$ cat src/rtl/hbuf_rdout_pkg.sv
// ---------------------------------------------------------------------------
// hbuf_rdout_pkg
// Shared definitions for the HBUF readout streamer:
//   - FSM state encoding for the record handshake
//   - number of 16-bit words packed into one 64-bit DPRAM beat
//   - sideband width carried alongside each beat (sop, eop, nwords)
//   - length-to-beats helper
// ---------------------------------------------------------------------------
package hbuf_rdout_pkg;

    typedef enum logic [1:0] {
        ST_IDLE   = 2'd0,
        ST_FETCH  = 2'd1,
        ST_STREAM = 2'd2,
        ST_DONE   = 2'd3
    } rdout_state_t;

    localparam int WORDS_PER_BEAT = 4;

    // sop + eop + 2-bit nwords
    localparam int SIDEBAND_W = 4;

    // Number of 64-bit beats needed to carry len 16-bit words.
    function automatic int unsigned len_to_beats(input int unsigned len);
        return (len + WORDS_PER_BEAT - 1) / WORDS_PER_BEAT;
    endfunction

endpackage

$ cat src/rtl/hbuf_rdout_streamer_skid_buf.sv
// ---------------------------------------------------------------------------
// rdout_skid_buf
// Two-entry FIFO-style skid buffer between the DPRAM read port and the
// downstream valid/ready stream. Each entry holds one 64-bit beat plus its
// sop/eop/nwords sideband.
//
// The writer never checks for space: the streamer only issues a DPRAM read
// when the entry it will produce is guaranteed a slot, so push is always
// accepted. The fill level is exported so the streamer can make that call.
//
// Ports:
//   clk, rst_n   clock, asynchronous active-low reset
//   push         write push_data this cycle
//   push_data    {sop, eop, nwords[1:0], data[63:0]}
//   out_ready    downstream ready; pops the head when out_valid
//   out_valid    head entry is valid
//   out_data     head entry (all zero while empty)
//   level        number of occupied entries (0..2)
// ---------------------------------------------------------------------------
module rdout_skid_buf
    import hbuf_rdout_pkg::*;
#(
    parameter int DATA_W = 64
) (
    input  logic                         clk,
    input  logic                         rst_n,
    input  logic                         push,
    input  logic [DATA_W+SIDEBAND_W-1:0] push_data,
    input  logic                         out_ready,
    output logic                         out_valid,
    output logic [DATA_W+SIDEBAND_W-1:0] out_data,
    output logic [1:0]                   level
);

    localparam int ENTRY_W = DATA_W + SIDEBAND_W;

    logic [ENTRY_W-1:0] mem [2];
    logic               wr_ptr;
    logic               rd_ptr;
    logic [1:0]         count;
    logic               do_pop;

    assign do_pop    = out_ready && (count != 2'd0);
    assign out_valid = (count != 2'd0);
    assign level     = count;
    // Gate the head so every output reads zero while nothing is held.
    assign out_data  = (count != 2'd0) ? mem[rd_ptr] : '0;

    always_ff @(posedge clk or negedge rst_n) begin
        if (!rst_n) begin
            wr_ptr <= 1'b0;
            rd_ptr <= 1'b0;
            count  <= 2'd0;
        end else begin
            if (push) begin
                wr_ptr <= ~wr_ptr;
            end
            if (do_pop) begin
                rd_ptr <= ~rd_ptr;
            end
            unique case ({push, do_pop})
                2'b10:   count <= count + 2'd1;
                2'b01:   count <= count - 2'd1;
                default: count <= count;
            endcase
        end
    end

    always_ff @(posedge clk) begin
        if (push) begin
            mem[wr_ptr] <= push_data;
        end
    end

endmodule

$ cat src/rtl/hbuf_rdout_streamer.sv
// ---------------------------------------------------------------------------
// hbuf_rdout_streamer
// Consumer side of the wvb_reader -> HBUF_RDOUT_DPRAM handshake. On a
// dpram_run pulse it owns the DPRAM, reads 64-bit words from address 0
// through port B and streams ceil(len/4) beats downstream with SOP/EOP
// framing, then pulses dpram_done and releases the buffer.
//
// Ports:
//   clk, rst_n        clock, asynchronous active-low reset
//   dpram_run         record-ready pulse from wvb_reader
//   dpram_len         record length in 16-bit words (sampled with run)
//   dpram_mode        record type tag (sampled with run)
//   dpram_busy        record owned by this block
//   dpram_done        1-cycle pulse after the last beat is delivered
//   rd_addr, rd_data  DPRAM port B (1-cycle read latency)
//   out_*             valid/ready stream with sop/eop/nwords/mode
//   len_err           sticky: zero or over-capacity length seen
//   run_while_busy    sticky: dpram_run arrived while busy
// ---------------------------------------------------------------------------
module hbuf_rdout_streamer
    import hbuf_rdout_pkg::*;
#(
    parameter int P_RD_ADR_WIDTH = 9,
    parameter int P_LEN_WIDTH    = 16,
    parameter int P_MAX_WORDS    = 2048
) (
    input  logic                      clk,
    input  logic                      rst_n,
    input  logic                      dpram_run,
    input  logic [P_LEN_WIDTH-1:0]    dpram_len,
    input  logic                      dpram_mode,
    output logic                      dpram_busy,
    output logic                      dpram_done,
    output logic [P_RD_ADR_WIDTH-1:0] rd_addr,
    input  logic [63:0]               rd_data,
    output logic [63:0]               out_data,
    output logic                      out_valid,
    input  logic                      out_ready,
    output logic                      out_sop,
    output logic                      out_eop,
    output logic [1:0]                out_nwords,
    output logic                      out_mode,
    output logic                      len_err,
    output logic                      run_while_busy
);

    // One extra bit so a full 512-beat record cannot wrap the counters.
    localparam int BEAT_W = P_RD_ADR_WIDTH + 1;
    localparam logic [BEAT_W-1:0]      ONE_BEAT = BEAT_W'(1);
    localparam logic [P_LEN_WIDTH-1:0] MAX_LEN  = P_LEN_WIDTH'(P_MAX_WORDS);

    rdout_state_t state;
    rdout_state_t state_next;

    // Record parameters latched on acceptance
    logic [BEAT_W-1:0] beats;
    logic [1:0]        last_nw;
    logic              mode_q;
    logic              len_err_q;
    logic              rwb_q;

    // Read issue tracking
    logic [BEAT_W-1:0] issue_cnt;
    logic [BEAT_W-1:0] addr_cnt;
    logic [BEAT_W-1:0] last_addr;
    logic              issue;
    logic [2:0]        occupancy;

    // Decoded run request
    logic                   accept;
    logic                   busy_state;
    logic                   len_zero;
    logic                   len_over;
    logic [P_LEN_WIDTH-1:0] len_eff;
    logic [BEAT_W-1:0]      beats_in;
    logic [1:0]             last_nw_in;

    // Read-data pipeline tag (read issued last cycle, data on rd_data now)
    logic       vld_p1;
    logic       sop_p1;
    logic       eop_p1;
    logic [1:0] nw_p1;

    // Skid buffer interface
    logic                    sk_valid;
    logic [64+SIDEBAND_W-1:0] sk_data;
    logic [64+SIDEBAND_W-1:0] push_data;
    logic [1:0]              sk_level;
    logic                    pop;
    logic                    head_eop;

    assign busy_state = (state == ST_FETCH) || (state == ST_STREAM);
    assign accept     = dpram_run && !busy_state;
    assign len_zero   = (dpram_len == '0);
    assign len_over   = (dpram_len > MAX_LEN);
    assign len_eff    = len_over ? MAX_LEN : dpram_len;
    assign beats_in   = BEAT_W'(len_to_beats(32'(len_eff)));
    assign last_nw_in = 2'(len_eff - P_LEN_WIDTH'(1));
    assign last_addr  = beats - ONE_BEAT;

    assign pop      = sk_valid && out_ready;
    assign head_eop = sk_data[66];

    // -----------------------------------------------------------------
    // FSM: state register
    // -----------------------------------------------------------------
    always_ff @(posedge clk or negedge rst_n) begin
        if (!rst_n) begin
            state <= ST_IDLE;
        end else begin
            state <= state_next;
        end
    end

    // -----------------------------------------------------------------
    // FSM: next state
    // -----------------------------------------------------------------
    always_comb begin
        state_next = state;
        unique case (state)
            ST_IDLE, ST_DONE: begin
                if (dpram_run) begin
                    // A zero-length record has nothing to fetch; it only
                    // produces the done pulse.
                    state_next = len_zero ? ST_DONE : ST_FETCH;
                end else begin
                    state_next = ST_IDLE;
                end
            end
            ST_FETCH: begin
                state_next = ST_STREAM;
            end
            ST_STREAM: begin
                if (pop && head_eop) begin
                    state_next = ST_DONE;
                end
            end
            default: begin
                state_next = ST_IDLE;
            end
        endcase
    end

    // -----------------------------------------------------------------
    // FSM: outputs
    // -----------------------------------------------------------------
    always_comb begin
        dpram_busy = 1'b0;
        dpram_done = 1'b0;
        unique case (state)
            ST_FETCH, ST_STREAM: dpram_busy = 1'b1;
            ST_DONE:             dpram_done = 1'b1;
            default: begin
                dpram_busy = 1'b0;
                dpram_done = 1'b0;
            end
        endcase
    end

    // A read may be issued only if its data will find a free skid entry
    // next cycle even when nothing is popped then: entries held after this
    // cycle plus the read already in flight must leave one slot.
    always_comb begin
        issue     = 1'b0;
        occupancy = 3'(sk_level) + 3'(vld_p1);
        unique case (state)
            ST_FETCH:  issue = 1'b1;
            ST_STREAM: issue = (issue_cnt < beats) &&
                               (occupancy <= (3'd1 + 3'(pop)));
            default:   issue = 1'b0;
        endcase
    end

    // -----------------------------------------------------------------
    // Stage p0: record control and read-address generation
    // -----------------------------------------------------------------
    always_ff @(posedge clk or negedge rst_n) begin
        if (!rst_n) begin
            beats     <= '0;
            last_nw   <= 2'd0;
            mode_q    <= 1'b0;
            len_err_q <= 1'b0;
            rwb_q     <= 1'b0;
            issue_cnt <= '0;
            addr_cnt  <= '0;
            vld_p1    <= 1'b0;
        end else begin
            if (accept) begin
                beats     <= beats_in;
                last_nw   <= last_nw_in;
                mode_q    <= dpram_mode;
                issue_cnt <= '0;
                addr_cnt  <= '0;
                if (len_zero || len_over) begin
                    len_err_q <= 1'b1;
                end
            end else if (!busy_state) begin
                issue_cnt <= '0;
                addr_cnt  <= '0;
            end else if (issue) begin
                issue_cnt <= issue_cnt + ONE_BEAT;
                // Park on the last needed address once it has been read.
                if (addr_cnt != last_addr) begin
                    addr_cnt <= addr_cnt + ONE_BEAT;
                end
            end

            if (dpram_run && busy_state) begin
                rwb_q <= 1'b1;
            end

            vld_p1 <= issue;
        end
    end

    // -----------------------------------------------------------------
    // Stage p1: framing tag for the word arriving on rd_data
    // -----------------------------------------------------------------
    always_ff @(posedge clk) begin
        if (issue) begin
            sop_p1 <= (issue_cnt == '0);
            eop_p1 <= (issue_cnt == last_addr);
            nw_p1  <= (issue_cnt == last_addr) ? last_nw : 2'd3;
        end
    end

    assign push_data = {sop_p1, eop_p1, nw_p1, rd_data};

    // -----------------------------------------------------------------
    // Stage p2: skid buffer / output stream
    // -----------------------------------------------------------------
    rdout_skid_buf #(
        .DATA_W (64)
    ) u_skid (
        .clk       (clk),
        .rst_n     (rst_n),
        .push      (vld_p1),
        .push_data (push_data),
        .out_ready (out_ready),
        .out_valid (sk_valid),
        .out_data  (sk_data),
        .level     (sk_level)
    );

    assign rd_addr        = addr_cnt[P_RD_ADR_WIDTH-1:0];
    assign out_valid      = sk_valid;
    assign out_data       = sk_data[63:0];
    assign out_sop        = sk_data[67];
    assign out_eop        = sk_data[66];
    assign out_nwords     = sk_data[65:64];
    assign out_mode       = mode_q;
    assign len_err        = len_err_q;
    assign run_while_busy = rwb_q;

endmodule

$ cat config.mk
export PLATFORM = sky130hd
export DESIGN_NAME = hbuf_rdout_streamer
export DESIGN_NICKNAME = d
export VERILOG_FILES = /design/src/rtl/hbuf_rdout_pkg.sv /design/src/rtl/hbuf_rdout_streamer_skid_buf.sv /design/src/rtl/hbuf_rdout_streamer.sv
export SDC_FILE = /design/constraint.sdc
export NUM_CORES = 1
export LEC_CHECK = 0
export ABC_AREA = 1
export CELL_PAD_IN_SITES_DETAIL_PLACEMENT = 1
export CELL_PAD_IN_SITES_GLOBAL_PLACEMENT = 1
export CORE_AREA = 3 3 160 162
export CTS_CLUSTER_DIAMETER = 120
export DETAILED_ROUTE_END_ITERATION = 7
export DIE_AREA = 0 0 163 165
export GPL_TIMING_DRIVEN = 0
export PLACE_DENSITY_LB_ADDON = 0.3
export SETUP_SLACK_MARGIN = 0.1
export SLEW_MARGIN = 20
export SYNTH_ARGS = -nofsm -noshare
export SYNTH_HDL_FRONTEND = slang
export SYNTH_HIERARCHICAL = 1
export SYNTH_SLANG_ARGS = --single-unit
$ cat constraint.sdc
create_clock -name clk -period 4 [get_ports clk]
set_input_delay 0.4 -clock clk [delete_from_list [all_inputs] [get_ports clk]]
set_output_delay 0.4 -clock clk [all_outputs]
set_load 0.02 [all_outputs]
Yosys cells after proc, flatten, opt, wreduce, memory -nomap -nowiden
Memories as Yosys holds them, arrays and structs flattened.
Index checks and enable logic that the tools add are counted.
{"block": "word_totals", "register_bits": 46, "latch_bits": 0, "ramBits": 136, "rom_bits": 0, "output_inout_bits": 83, "word_cells": 77, "mem_count": 1}
{"memory": "u_skid.mem", "words": 2, "word_bits": 68, "rd": 1, "rd_clocked_by_memory_dff": 0, "wr": 1, "line": "hbuf_rdout_streamer_skid_buf.sv:37", "text": "logic [ENTRY_W-1:0] mem [2];"}
{"block": "classes", "add_sub_neg": 10, "n_mul": 0, "div": 0, "order_cmp": 3, "eq_ne": 10, "n_shift": 0, "n_mux": 19, "n_bitwise": 2, "reduce_logical": 17}
{"cell": "$mux 10", "count": 7}
{"cell": "$mux 68", "count": 1}
{"cell": "$add 10x1->10 const B", "count": 2}
{"cell": "$gt 16x12->1 const B", "count": 1}
{"cell": "$logic_not 16->1", "count": 1}
{"cell": "$add 12x3->12 const B", "count": 1}
{"cell": "$mux 12", "count": 1}
{"cell": "$sub 12x1->12 const B", "count": 1}
{"cell": "$eq 10x10->1", "count": 1}
{"cell": "$logic_not 10->1", "count": 1}
{"cell": "$lt 10x10->1", "count": 1}
{"cell": "$ne 10x10->1", "count": 1}
{"cell": "$sub 10x1->10 const B", "count": 1}
{"cell": "$eq 2x2->1 const B", "count": 3}
{"cell": "$mux 2", "count": 3}
{"cell": "$pmux 2 s3", "count": 1}
{"cell": "$logic_and 1x1->1", "count": 5}
{"cell": "$eq 2x1->1 const B", "count": 2}
{"cell": "$mux 1", "count": 4}
{"cell": "$pmux 2 s2", "count": 1}
{"cell": "$reduce_and 2->1", "count": 2}
{"cell": "$reduce_bool 2->1", "count": 2}
{"cell": "$reduce_or 2->1", "count": 2}
{"cell": "$sub 2x1->2 const B", "count": 2}
{"cell": "other kinds (12)", "count": 14}

Longest topological paths before layout
{"block": "depth", "word_depth": 9, "depth_mapped": 15, "ltp_nobuf": 14}

Cells and area by module
The synthesis kept the hierarchy.
{"module": "rdout_skid_buf", "instances": 1, "cells_each": 391, "area_each_um2": 5377.7}
{"module": "hbuf_rdout_streamer", "instances": 1, "cells_each": 483, "area_each_um2": 3363.2}

Worst setup path before layout
OpenSTA, ideal clock, no wires.
{"block": "synth_timing", "path_kind": "reg2reg", "from": "register vld_p1", "to": "memory u_skid/mem[0][0] (netlist bit) (enable)", "t_arrival_ns": 3.296, "setup_slack_ns": 0.209, "stages_incl_launch_ff": 3, "path_buffers": 0, "period_less_slack_ns": 3.791, "cell_sequence": "dfrtp_1 -> inv_1 -> nor2_1"}
{"block": "synth_between", "elab_chain_len": 2}
{"element": "start, declared", "line": "hbuf_rdout_streamer.sv:79", "text": "logic vld_p1;"}
{"element": "start signal, assigned", "line": "hbuf_rdout_streamer.sv:212", "text": "vld_p1 <= issue;"}
{"element": "$mux 1", "line": "hbuf_rdout_streamer_skid_buf.sv:70", "text": "if (push) begin"}
{"element": "$mux 1 (not written as such)", "line": "hbuf_rdout_streamer_skid_buf.sv:71", "text": "mem[wr_ptr] <= push_data;"}
{"element": "end, declared", "line": "hbuf_rdout_streamer_skid_buf.sv:37"}
No other way between the ends.

Worst setup path in the final report
{"block": "layout_timing", "from": "register u_skid.count[0], in the netlist u_skid/level[0]", "to": "register addr_cnt[5]"}
{"block": "layout_between", "elab_chain_len": 8, "elab_cells_between_ends": 9, "classes_between": "add/sub (2); order compare (1); eq/ne (1); mux (1); reduce/logical (4)"}
{"element": "start, declared", "line": "hbuf_rdout_streamer_skid_buf.sv:40", "text": "logic [1:0] count;"}
{"element": "start signal, assigned", "line": "hbuf_rdout_streamer_skid_buf.sv:62", "text": "2'b10: count <= count + 2'd1;"}
{"element": "start signal, assigned", "line": "hbuf_rdout_streamer_skid_buf.sv:63", "text": "2'b01: count <= count - 2'd1;"}
{"element": "start signal, assigned", "line": "hbuf_rdout_streamer_skid_buf.sv:64", "text": "default: count <= count;"}
{"element": "$reduce_bool 2->1", "line": "hbuf_rdout_streamer_skid_buf.sv:44", "text": "assign out_valid = (count != 2'd0);"}
{"element": "$logic_and 1x1->1", "line": "hbuf_rdout_streamer.sv:101", "text": "assign pop = sk_valid && out_ready;"}
{"element": "$add 1x1->2", "line": "hbuf_rdout_streamer.sv:169", "text": "(occupancy <= (3'd1 + 3'(pop)));"}
{"element": "$le 3x2->1 (*)", "line": "hbuf_rdout_streamer.sv:169"}
{"element": "$logic_and 1x1->1 (*)", "line": "hbuf_rdout_streamer.sv:168", "text": "ST_STREAM: issue = (issue_cnt < beats) &&"}
{"element": "$pmux 1 s2 (*)", "line": "hbuf_rdout_streamer.sv:166", "text": "unique case (state)"}
{"element": "$ne 3x3->1 (no line) (*)"}
{"element": "$reduce_and 2->1 (no line) (*)"}
{"element": "end signal, assigned", "line": "hbuf_rdout_streamer.sv:204", "text": "addr_cnt <= addr_cnt + ONE_BEAT;"}
{"element": "end, declared", "line": "hbuf_rdout_streamer.sv:64", "text": "logic [BEAT_W-1:0] addr_cnt;"}
Mark *: on every way between the ends. The rest lies on a longest branch, timed or not.
A chain may end at the register's enable or synchronous reset.

==> impl_metrics.ini <==
[grt]
grt_max_degree = 48
grt_pass1_wl_mm = 37.7
antenna_found_initial = 1
grt_usage_pct = 17.9
grt_overflow = 0
first_global_vias = 7275

[logic_synthesis]
synth_edf_count = 140
synth_area_sq_um = 8740
ys_ff_latch = 182
yosys.area.top_type_share_pct = 48.1
synthArstFlopShare_pct = 23.1
synth_cells = 874
synth.area.top_cells = edfxtp_1 (48%), dfrtp_1 (12%), nand2_1 (11%), a21oi_1 (4.2%), nand3_1 (3.3%)
synth_top_cell_by_area = edfxtp_1
synth_seq_area_share_pct = 60.1
syn_nets = 982
synthMostInstantiatedCell = nand2_1
ys.flop_type = edfxtp_1
syn_avg_cell_area_sq_um = 10.0
synth_cell_types = 42
synth_common_cells = nand2_1 (252), edfxtp_1 (140), inv_1 (75)
ys_warn_count = 6

[timing]
maxSlewViolCount = 0
setup_ws_ns = 0.463
hold_viol_final = 0
worst_pin_slew_ns = 0.620
grt_setup_unrepaired = false
setup_viol = 0
period_share_pct = 88.4
clock_skew_ns = 0.0137
finalCriticalPeriod_ns = 3.54
fmaxAchievable_mhz = 283
max_slew_margin_pct = 58.7

[route]
wire_per_inst_microns = 16.9
drtIter0Drc = 339
first_pass_iters = 7
wl_mm = 23.7
num_vias = 6830
drtAntennaViolNets = 0
vias_per_cell = 4.87
drc = 0

[cts]
clockRootBuffer = clkbuf_16
post_cts.repair.setup_buffers = 0
cts.clk_slew.worst_paths_ns = 0.08
clk_path_buf_depth = 2
tritoncts = yes
ctsResizeCount = 0
numCtsBuffers = 17
clk_latency_ns = 0.43
h-tree-depth = 4
clock-sinks = 182

[place]
pre_cts_ws_ns = 0.437
port_buffers = 167
place.detailed.hpwl_mm = 17.6
finalWeightedCongestion = 0.826

[min_path]
hp-class = input port to async pin

[floorplan]
die_w_microns = 163
row_count = 57
coreArea_sq_um = 24200
die_h_microns = 165
initial_utilization_pct = 36.0
pin_count = 168
dieArea_sq_um = 26900

[final_layout]
fin_nets = 1174
layout-drive-gt1-share_pct = 10.8
seq_area_sq_um = 5260
utilization_pct = 47.8
multi_input_area_sq_um = 2940
n_antenna_cell = 0
area_growth_pct = 32.7
fillerInstances = 2710

[critical_path]
r2r_cells = 13
start_kind = flop
path_class = flop to flop
crit_path_max_fanout = 10
crit_arrival_ns = 3.90
required_ns = 4.37
end_kind = flop

[power_and_ir_drop]
power_density_nw_per_um2 = 712
vdd_drop_max_mv = 0.286
totalPowerFinal_uw = 8260
power.leakage_uw = 0.00464

[run_status]
outcome = complete, no violations

[run]
maxCapViolations = 0
per-stage QoR:
| stage | area, sq um | instances | hold WS (ns) | TNS (ns) |
|---|---|---|---|---|
| 2_1_floorplan | 8740 | 874 | 0.104 | 0 |
| 3_3_place_gp | 10800 | 1365 | 0.426 | -103.28 |
| 3_5_place_dp | 10900 | 1370 | 0.365 | 0 |
| 4_1_cts | 11600 | 1403 | 0.428 | 0 |
| 5_1_grt | 11600 | 1403 | 0.449 | 0 |
| 6_report | 11600 | 1403 | 0.429 | 0 |
registers in the layout (all words and copies together) (netlist names), 2 cells and up:
name	count
u_skid/mem	136
addr_cnt	10
beats	10
issue_cnt	10
last_nw	2
nw_p1	2
state	2
u_skid/level	2
area by class of cell:
type,instances,share of cell area [%]
clock inverters,15,1.90
well taps,324,3.49
multi-input cells,574,25.3
flip-flops and latches,182,45.3
repair buffers,173,15.5
clock buffers,17,3.67
inverters,79,2.60
plain buffers,39,2.21
cell families (layout without fill, tap and decap cells):
| kind of cell | Yosys count | count (layout) | synth area share (%) |
|---|---|---|---|
| flops | 182 | 182 | 60.1 |
| xor+xnor | 19 | 19 | 1.90 |
| buf+inv | 118 | 323 | 6.36 |
| fa+ha+maj | 23 | 23 | 3.38 |
| compound gates | 115 | 115 | 7.34 |
| simple gates | 417 | 417 | 20.9 |
critical path, cell delays in order (launching register included):
cell      delay, ns
dfrtp_1        0.47
nor2_4         0.29
buf_2          0.31
inv_1          0.10
nand2_1        0.12
inv_1          0.09
fa_1           0.45
or2_2          0.32
o21ai_0        0.20
nand4_1        0.12
nand2_1        0.26
clkbuf_1       0.46
nand4_1        0.18
nand2_1        0.10
per-layer routing:
metal | up-vias | wire (microns) | GRT usage (%)
li1 | 3331 | - | -
met3 | 19 | 1350 | 4.46
met5 | - | 16 | 0
met1 | 3330 | 10200 | 21.6
met2 | 148 | 11900 | 32.4
met4 | 2 | 240 | 3.77
timing repair:
item	in CTS	in global routing
hold endpoints to repair	15	0
endpoints found under the setup margin	0	0
hold buffers	1	0
where the power goes:
group | internal [uW] | switching [uW] | leakage, uW
sequential | 2390 | 146 | 0.00181
combinational | 1510 | 2460 | 0.00253
clock | 921 | 835 | 0.000310
layout by cell type (no fill, tap or decap), types with 18 or more instances in the layout:
cell type,instances
a21oi_1,73
buf_2,19
clkdlybuf4s50_1,166
dfrtp_1,42
edfxtp_1,140
ha_1,22
inv_1,74
nand2_1,252
nand2_2,18
nand3_1,58
nor2_1,39
o21ai_0,20
worst paths after layout:
check,from,end,slack (ns)
hold reg to reg,sop_p1,u_skid/mem[0][67],0.45
setup / recovery,u_skid/level[0],addr_cnt[5],0.46
setup reg to reg,u_skid/level[0],addr_cnt[5],0.46
min in group clk,sop_p1,u_skid/mem[0][67],0.45
max in group asynchronous,rst_n,vld_p1,3.07
hold / removal,rst_n,addr_cnt[7],0.43
Note: power is estimated with default switching activity, not from simulation.
